## config.mk

```make
export PLATFORM = sky130hd
export DESIGN_NAME = dc_token_ring_reader
export DESIGN_NICKNAME = d
export VERILOG_FILES = /design/src/rtl/dc_token_ring_reader.sv
export SDC_FILE = /design/constraint.sdc
export NUM_CORES = 1
export LEC_CHECK = 0
export CORE_MARGIN = 8
export CORE_UTILIZATION = 46
export CTS_CLUSTER_DIAMETER = 150
export DETAILED_ROUTE_END_ITERATION = 10
export PLACE_DENSITY = 0.95
export SLEW_MARGIN = 15
export SYNTH_ARGS = -nofsm -noshare
export SYNTH_HDL_FRONTEND = slang
export SYNTH_SLANG_ARGS = --single-unit
export TNS_END_PERCENT = 20
```

## constraint.sdc

```tcl
create_clock -name clk -period 9.81 [get_ports clk]
set_clock_uncertainty 0.05 [all_clocks]
set_input_delay 1.4715 -clock clk [delete_from_list [all_inputs] [get_ports clk]]
set_output_delay 1.4715 -clock clk [all_outputs]
set_load 0.005 [all_outputs]
```

## src/rtl/dc_token_ring_reader.sv

```systemverilog
// rtl/dc_token_ring_reader.sv - read-side controller of the dual-clock token-ring FIFO
module dc_token_ring_reader #(
    parameter int DATA_WIDTH   = 32,
    parameter int BUFFER_DEPTH = 8
) (
    input  logic                    clk,
    input  logic                    rst,
    input  logic [BUFFER_DEPTH-1:0] write_token,
    output logic [BUFFER_DEPTH-1:0] read_pointer,
    input  logic [DATA_WIDTH-1:0]   read_data,
    output logic [DATA_WIDTH-1:0]   data_o,
    output logic                    valid_o,
    input  logic                    ready_i,
    output logic                    empty,
    output logic                    token_error
);

    typedef enum logic {
        EMPTY_REG = 1'b0,
        FULL_REG  = 1'b1
    } out_state_t;

    out_state_t                state_q;
    logic [BUFFER_DEPTH-1:0]   read_pointer_q;
    logic [DATA_WIDTH-1:0]     data_q;
    logic                      token_error_q;
    logic                      token_err_now;
    logic                      take;

    assign token_err_now = ($countones(write_token) != 1);

    // A faulty token freezes the reader by forcing the buffer to look empty.
    assign empty = (read_pointer_q == write_token) || token_error_q;
    assign take  = !empty && ((state_q == EMPTY_REG) || ready_i);

    always_ff @(posedge clk) begin
        if (rst) begin
            state_q        <= EMPTY_REG;
            read_pointer_q <= {{(BUFFER_DEPTH-1){1'b0}}, 1'b1};
            data_q         <= '0;
            token_error_q  <= 1'b0;
        end else begin
            if (token_err_now) begin
                token_error_q <= 1'b1;
            end
            if (take) begin
                state_q        <= FULL_REG;
                data_q         <= read_data;
                read_pointer_q <= {read_pointer_q[BUFFER_DEPTH-2:0], read_pointer_q[BUFFER_DEPTH-1]};
            end else if ((state_q == FULL_REG) && ready_i) begin
                state_q <= EMPTY_REG;
            end
        end
    end

    assign read_pointer = read_pointer_q;
    assign data_o       = data_q;
    assign valid_o      = (state_q == FULL_REG);
    assign token_error  = token_error_q;

endmodule

```

# --- Yosys cells after proc, flatten, opt, wreduce, memory -nomap -nowiden ---
# Index checks and enable logic that the tools add are counted.
classes:
  mux: 2
  n_eq_ne: 2
  bitwise: 1
  shift: 0
  n_mul: 0
  magnitude_cmp: 0
  n_div: 0
  reduce_logical: 6
  addsub: 7
ops:
  columns: ["op", "n"]
  rows:
  - ["adder 1 x 1 -> 2 bit", 4]
  - ["equality test 8 bit", 1]
  - ["adder 2 x 2 -> 3 bit", 2]
  - ["adder 3 x 3 -> 4 bit", 1]
  - ["!= test 4 x 1 -> 1 bit, second input constant", 1]
  - ["logical AND 1 bit", 2]
  - ["logical OR 1 bit", 2]
  - ["two-way mux 1 bit", 2]
  - ["nonzero test 2 bit", 1]
  - ["zero test 1 bit", 1]
  - ["inverter 1 bit", 1]
word_totals:
  rom_bits: 0
  word_cells: 22
  output_inout_bits: 43
  latchBits: 0
  inputBits: 43
  reg_bits: 42
  ramBits: 0
  n_memories: 0

# --- Logic depth before layout (Yosys ltp) ---
# Gate-level depths: netlist of run 1.
logic_depth:
  depth_word: 5
  ltp_mapped: 11
  depth_no_buf: 11

# --- Worst setup path after synthesis of run 1 ---
# OpenSTA, ideal clock, no wires.
synth_path:
  path_type: "input port to flip-flop"
  from: "input write_token[0]"
  to: "register token_error_q (netlist: token_error)"
  arrival_time_ns: 3.956
  setup_ns: 0.133
  required_ns: 9.627
  setup_slack_ns: 5.671
  cell_stages: 11
  n_path_buf: 0
  path_cell_list: "inv_1 > fa_1 > fa_1 > fa_1 > inv_1 > ha_1 > inv_1 > fa_1 > a211oi_1 > mux2_2 > a41oi_1"
synth_via:
  elab_chain_len: 4
synth_rtl:
  columns: ["item", "line", "source"]
  rows:
  - ["start, declared", "8", "input logic [BUFFER_DEPTH-1:0] write_token,"]
  - ["adder 1 x 1 -> 2 bit (not written as such)", "30", "assign token_err_now = ($countones(write_token) != 1);"]
  - ["adder 2 x 2 -> 3 bit (not written as such)", "30", null]
  - ["adder 3 x 3 -> 4 bit (not written as such)", "30", null]
  - ["!= test 4 x 1 -> 1 bit", "30", null]
  - ["end signal, assigned", "41", "token_error_q <= 1'b0;"]
  - ["end signal, assigned", "44", "token_error_q <= 1'b1;"]
  - ["end, declared", "26", "logic token_error_q;"]
# No other way between the ends.
# A chain may end at the register's enable or synchronous reset.

# --- Final worst setup path of run 1 ---
# Ends and elaborated chain as after synthesis.

==> flow_metrics.env, run 1 <==
export IMPL_status="finished, final reports clean"
export IMPL_clock_latency_ns=0.28
export IMPL_rsz0062_at_grt="false"
export IMPL_synth_top_area_share_pct=39.8
export IMPL_cts_buffers=5
export IMPL_port_buffers=85
export IMPL_synthTopCellsByCount="nand2b_1, dfxtp_1, mux2i_1"
export IMPL_ctsResizeCount=0
export IMPL_grt_pass1_vias=1700
export IMPL_place_ws_ns=4.95
export IMPL_row_count=24
export IMPL_worstSetupPathType="in -> reg"
export IMPL_max_stage_delay_ns=0.56
export IMPL_ios=86
export IMPL_hold_path_class="reg -> reg"
export IMPL_globalRouteOverflowTotal=0
export IMPL_initial_core_util_pct=48.2
export IMPL_antenna_cells=0
export IMPL_yosys_top_cells_area="dfxtp_1, nand2b_1, mux2i_1"
export IMPL_drv_cap=0
export IMPL_drtIter0Drc=64
export IMPL_grt_use_total_pct=13.8
export IMPL_rr_endpoint="data_o[27]$_SDFFE_PP0P_"
export IMPL_power_w=0.000440
export IMPL_cts_tree="built"
export IMPL_syn_avg_cell_area_um2=10.2
export IMPL_clockBufferDepth=2
export IMPL_yosys_warnings=0
export IMPL_final_max_slew_violation_count=0
export IMPL_fin_nets=338
export IMPL_min_delay_start="data_o[14]$_SDFFE_PP0P_"
export IMPL_wl_per_cell_um=14.3
export IMPL_yosysTopAreaCell="dfxtp_1"
export IMPL_post_dp_cell_area_um2=2940
export IMPL_numClockSinks=42
export IMPL_drive_gt1_share_pct=3.81
export IMPL_fmax_ghz=0.220
export IMPL_synth_seq_cells=42
export IMPL_slew_headroom_pct=55.2
export IMPL_worstSetupStartpointType="input port"
export IMPL_dpl_hpwl_um=3710
export IMPL_cts_setup_buffers=0
export IMPL_drt_pass1_iter_count=4
export IMPL_min_to="data_o[14]$_SDFFE_PP0P_"
export IMPL_fin_hold_ws_ns=0.424
export IMPL_yosysMostFrequentCell="nand2b_1"
export IMPL_drt_antenna_violating_nets=0
export IMPL_fin_crit_sh_pct=46.4
export IMPL_dr_total_vias=1608
export IMPL_avgViaCountPerCell=4.72
export IMPL_worst_slack_ns=5.26
export IMPL_grt_pass1_wl_um=8030
export IMPL_die_w_um=83.8
export IMPL_synthFlopType="dfxtp_1"
export IMPL_finalHoldViolCount=0
export IMPL_slowest_stage="fa_1"
export IMPL_netlist_instances=207
export IMPL_netlist_area_um2=2110
export IMPL_coreArea_um2=4380
export IMPL_syn_to_final_growth_pct=43.6
export IMPL_clk_pin_slew_ns=0.08
export IMPL_hold_buffers=0
export IMPL_peakVddDrop_mv=0.0879
export IMPL_finalSetupViolCount=0
export IMPL_finalSetupTns_ns=0
export IMPL_routed_wl_um=4880
export IMPL_rr_worst_depth=5
export IMPL_drc=0
export IMPL_crit_chain="clkdlybuf4s50_1, inv_1, fa_1, fa_1, fa_1, inv_1, ha_1, inv_1, fa_1, a211oi_1, mux2_2, a41oi_1"
export IMPL_synth_seq_area_share_pct=39.8
export IMPL_gp_congestion=0.766
export IMPL_antenna_found_initial=0
export IMPL_arrival_ns=4.64
export IMPL_die_h_um=83.8
export IMPL_async_flop_share_pct=0
export IMPL_synth_distinct_cells=19
export IMPL_grt_max_degree=77
export IMPL_design_area_um2=3030
export IMPL_whs_path_depth=2
export IMPL_critPathMaxFanout=2
export IMPL_power_static_leakage_nw=1.24
export IMPL_h_tree_depth=2
export IMPL_tightest_slew_ns=0.673
export IMPL_period_minus_slack_ns=4.55
export IMPL_fillers=358
export IMPL_required_ns=9.90
export IMPL_reg2reg_from="read_pointer[7]$_SDFFE_PP0P_"
export IMPL_p_per_area_nw_per_um2=145
export IMPL_reg2reg_slack_ns=8.05
export IMPL_cp_end_kind="flop"
export IMPL_syn_nets=257
export IMPL_dieArea_um2=7020
export IMPL_root_buffer="clkbuf_8"
export IMPL_synth_edff_count=0
export IMPL_path_common_cell="fa_1"
cell type report:
cell class | instances | area, um2 | share of cell area, %
clock buffers | 7 | 86.3 | 2.85
clock inverters | 1 | 5.00 | 0.165
repair buffers | 87 | 866 | 28.5
inverters | 14 | 52.6 | 1.73
well taps | 52 | 65.1 | 2.15
flip-flops and latches | 42 | 841 | 27.7
multi-input cells | 138 | 1120 | 36.8
sequential cells by signal, indices dropped and copies added, names as in the netlist:
name and flops:
valid_o 1, token_error 1, data_o 32, read_pointer 8
kinds of logic (layout without fill, tap and decap cells):
group	count (synthesis)	count (layout)	share of synthesized area (%)
muxes	41	41	19.5
xor gates and xnor gates	8	8	3.32
buffers and inverters	27	109	7.29
adders and majority gates	7	7	5.57
AOI/OAI and AO/OA	5	5	1.72
and+or+nand+nor	77	77	22.8
DFF	42	42	39.8
layout by cell type (no fill, tap or decap), types with 2 or more instances in the layout:
cell type | netlist | final
dfxtp_1 | 42 | 42
nand2b_1 | 69 | 69
nor2_1 | 2 | 2
nand4_1 | 2 | 2
xnor2_1 | 8 | 8
buf_4 | 0 | 2
clkbuf_8 | 0 | 6
fa_1 | 4 | 4
mux2i_1 | 40 | 40
or2b_1 | 4 | 4
ha_1 | 3 | 3
clkdlybuf4s50_1 | 0 | 85
inv_1 | 14 | 14
per-stage QoR:
stage | util, % | instances
after floorplan | - | 207
after global placement | 67.1 | 333
after detailed placement | 67.1 | 333
after CTS | 69.2 | 341
after global routing | 69.2 | 341
final | 69.2 | 341
worst max-delay path: cells and delay by family:
| kind | cells | cell delay [ns] |
|---|---|---|
| compound gates | 2 | 0.33 |
| fa+ha+maj | 5 | 1.96 |
| buf+inv | 4 | 0.68 |
| mux | 1 | 0.20 |
per-layer routing:
| metal | routed length [um] | vias up | track usage, % |
|---|---|---|---|
| li1 | - | 826 | - |
| met1 | 2080 | 723 | 14.8 |
| met2 | 2300 | 51 | 23.3 |
| met3 | 408 | 8 | 6.15 |
| met4 | 91 | 0 | 4.71 |
| met5 | 0 | - | 0 |
where the power goes:
part / internal (W) / switching [W]
clock network: 0.0000568 / 0.0000565
registers: 0.000188 / 0.0000102
logic: 0.0000799 / 0.0000487
total: 0.000325 / 0.000115
how the worst max path moves through the flow:
stage	to	start	slack [ns]
after CTS	empty	write_token[0]	5.25
after global placement	token_error$_SDFFE_PP0P_	write_token[0]	5.09
after detailed placement	token_error$_SDFFE_PP0P_	write_token[0]	4.95
after floorplan	token_error$_SDFFE_PP0P_	write_token[0]	5.67
final	token_error$_SDFFE_PP0P_	write_token[0]	5.26
after global routing	token_error$_SDFFE_PP0P_	write_token[0]	5.12
Power figures use the tool's default switching activity.
==> inputs of run 2 (changes only) <==
--- a/config.mk
+++ b/config.mk
@@ -6,10 +6,10 @@
 export NUM_CORES = 1
 export LEC_CHECK = 0
 export CORE_MARGIN = 8
-export CORE_UTILIZATION = 46
+export CORE_UTILIZATION = 39
 export CTS_CLUSTER_DIAMETER = 150
 export DETAILED_ROUTE_END_ITERATION = 10
-export PLACE_DENSITY = 0.95
+export PLACE_DENSITY = 0.87
 export SLEW_MARGIN = 15
 export SYNTH_ARGS = -nofsm -noshare
 export SYNTH_HDL_FRONTEND = slang
==> constraint.sdc (replaced) <==
create_clock -name clk -period 4 [get_ports clk]
set_clock_uncertainty 0.05 [all_clocks]
set_input_delay 0.6 -clock clk [delete_from_list [all_inputs] [get_ports clk]]
set_output_delay 0.6 -clock clk [all_outputs]
set_load 0.005 [all_outputs]
==> flow_metrics.env, run 2 (synthesized netlist as in run 1, its figures left out) <==
export IMPL_met1_usage_pct=14.0
export IMPL_critPathMaxFanout=2
export IMPL_largest_reg_flops=32
export IMPL_globalRouteOverflowTotal=0
export IMPL_die_h_um=89.6
export IMPL_busiest_layer="met2"
export IMPL_avgViaCountPerCell=4.43
export IMPL_finalSetupTns_ns=0
export IMPL_finalHoldViolCount=0
export IMPL_peakVddDrop_mv=0.202
export IMPL_slowest_stage="fa_1"
export IMPL_fmax_ghz=0.272
export IMPL_wl_per_cell_um=13.6
export IMPL_grt_pass1_vias=1736
export IMPL_worstSetupPathType="in -> reg"
export IMPL_final_cell_mix="clkdlybuf4s50_1, nand2b_1, dfxtp_1"
export IMPL_gp_congestion=0.754
export IMPL_power_static_leakage_nw=1.23
export IMPL_grt_max_degree=77
export IMPL_drtIter0Drc=36
export IMPL_p_per_area_nw_per_um2=347
export IMPL_dr_total_vias=1582
export IMPL_arrival_ns=3.75
export IMPL_ctsResizeCount=0
export IMPL_numClockSinks=42
export IMPL_use_met3_pct=5.19
export IMPL_p_sw_w=0.000275
export IMPL_met2_usage_pct=21.1
export IMPL_max_stage_delay_ns=0.55
export IMPL_worstSetupStartpointType="input port"
export IMPL_clock_latency_ns=0.28
export IMPL_drv_cap=0
export IMPL_fin_nets=337
export IMPL_grt_use_total_pct=12.5
export IMPL_fin_crit_sh_pct=91.9
export IMPL_cts_setup_buffers=0
export IMPL_hold_path_class="reg -> reg"
export IMPL_drt_pass1_iter_count=4
export IMPL_clk_pin_slew_ns=0.07
export IMPL_syn_to_final_growth_pct=44.0
export IMPL_period_minus_slack_ns=3.68
export IMPL_worst_slack_ns=0.324
export IMPL_finalSetupViolCount=0
export IMPL_dpl_hpwl_um=3690
export IMPL_drive_gt1_share_pct=3.14
export IMPL_path_common_cell="fa_1"
export IMPL_design_area_um2=3040
export IMPL_pwr_share_seq_pct=46.1
export IMPL_power_w=0.00106
export IMPL_layout_commonest_cell="clkdlybuf4s50_1"
export IMPL_h_tree_depth=2
export IMPL_required_ns=4.07
export IMPL_coreArea_um2=5170
export IMPL_antenna_found_initial=0
export IMPL_routed_wl_um=4860
export IMPL_drc=0
export IMPL_fin_cells=357
export IMPL_antenna_cells=0
export IMPL_dieArea_um2=8030
export IMPL_ios=86
export IMPL_status="finished, final reports clean"
export IMPL_die_w_um=89.6
export IMPL_grt_pass1_wl_um=7890
export IMPL_drt_antenna_violating_nets=0
export IMPL_power_frac_clock_pct=23.7
export IMPL_tightest_slew_ns=0.889
export IMPL_p_sw_share_pct=26.1
export IMPL_cts_buffers=5
export IMPL_row_count=26
export IMPL_dp_cells=350
export IMPL_cp_end_kind="flop"
export IMPL_final_max_slew_violation_count=0
export IMPL_pwr_share_comb_pct=30.2
export IMPL_root_buffer="clkbuf_8"
export IMPL_cts_tree="built"
export IMPL_rsz0062_at_grt="false"
export IMPL_post_dp_cell_area_um2=2960
export IMPL_port_buffers=85
export IMPL_place_ws_ns=0.0113
export IMPL_hold_buffers=0
export IMPL_initial_core_util_pct=40.8
export IMPL_crit_chain="clkdlybuf4s50_1, inv_1, fa_1, fa_1, fa_1, inv_1, ha_1, inv_1, fa_1, a211oi_1, mux2_2, a41oi_1"
export IMPL_p_int_w=0.000780
export IMPL_clockBufferDepth=2
export IMPL_slew_headroom_pct=40.7
-- run 2: routing by layer --
| layer | up-vias | share of wire (%) |
|---|---|---|
| met2 | 57 | 47 |
| li1 | 816 | - |
| met3 | 10 | 9.5 |
| met4 | 0 | 1.7 |
| met5 | - | 0 |
| met1 | 699 | 42 |
-- run 2: area by class of cell --
cell class | instances | area [um2]
inverter | 14 | 52.6
clock buffer | 7 | 76.3
sequential | 42 | 841
tap | 70 | 87.6
fill | 447 | 2130
timing repair buffer | 86 | 866
multi-input combinational | 138 | 1120
-- run 2: path summary, 6_finish.rpt --
| kind | startpoint | end | slack (ns) | cells after the start |
|---|---|---|---|---|
| worst max-delay path | write_token[0] | token_error$_SDFFE_PP0P_ | 0.32 | 12 |
| worst min-delay path | data_o[20]$_SDFFE_PP0P_ | data_o[20]$_SDFFE_PP0P_ | 0.43 | 2 |
| worst max register to register | read_pointer[6]$_SDFFE_PP0P_ | data_o[7]$_SDFFE_PP0P_ | 2.46 | 5 |
| worst min register to register | data_o[20]$_SDFFE_PP0P_ | data_o[20]$_SDFFE_PP0P_ | 0.43 | 2 |
-- run 2: power by group through the flow --
stage	sequential, W	clock [W]	combinational (W)
floorplan	0.000498	0	0.000175
global placement	0.000494	0	0.000313
detailed placement	0.000496	0	0.000323
CTS	0.000487	0.000265	0.000325
global route	0.000493	0.000285	0.000348
finish	0.000486	0.000251	0.000318
-- run 2: metrics by stage --
| step | hold WS (ns) | util (%) |
|---|---|---|
| global placement | 0.407 | 57.3 |
| floorplan | 0.415 | - |
| global route | 0.450 | 58.8 |
| finish | 0.426 | 58.8 |
| detailed placement | 0.415 | 57.3 |
| CTS | 0.430 | 58.8 |
-- run 2: critical path, delay by kind of cell --
family	cells	cell delay [ns]
adder cells (fa/ha/maj)	5	1.96
buffers and inverters	4	0.68
multiplexers	1	0.18
AO/OA/AOI/OAI	2	0.32
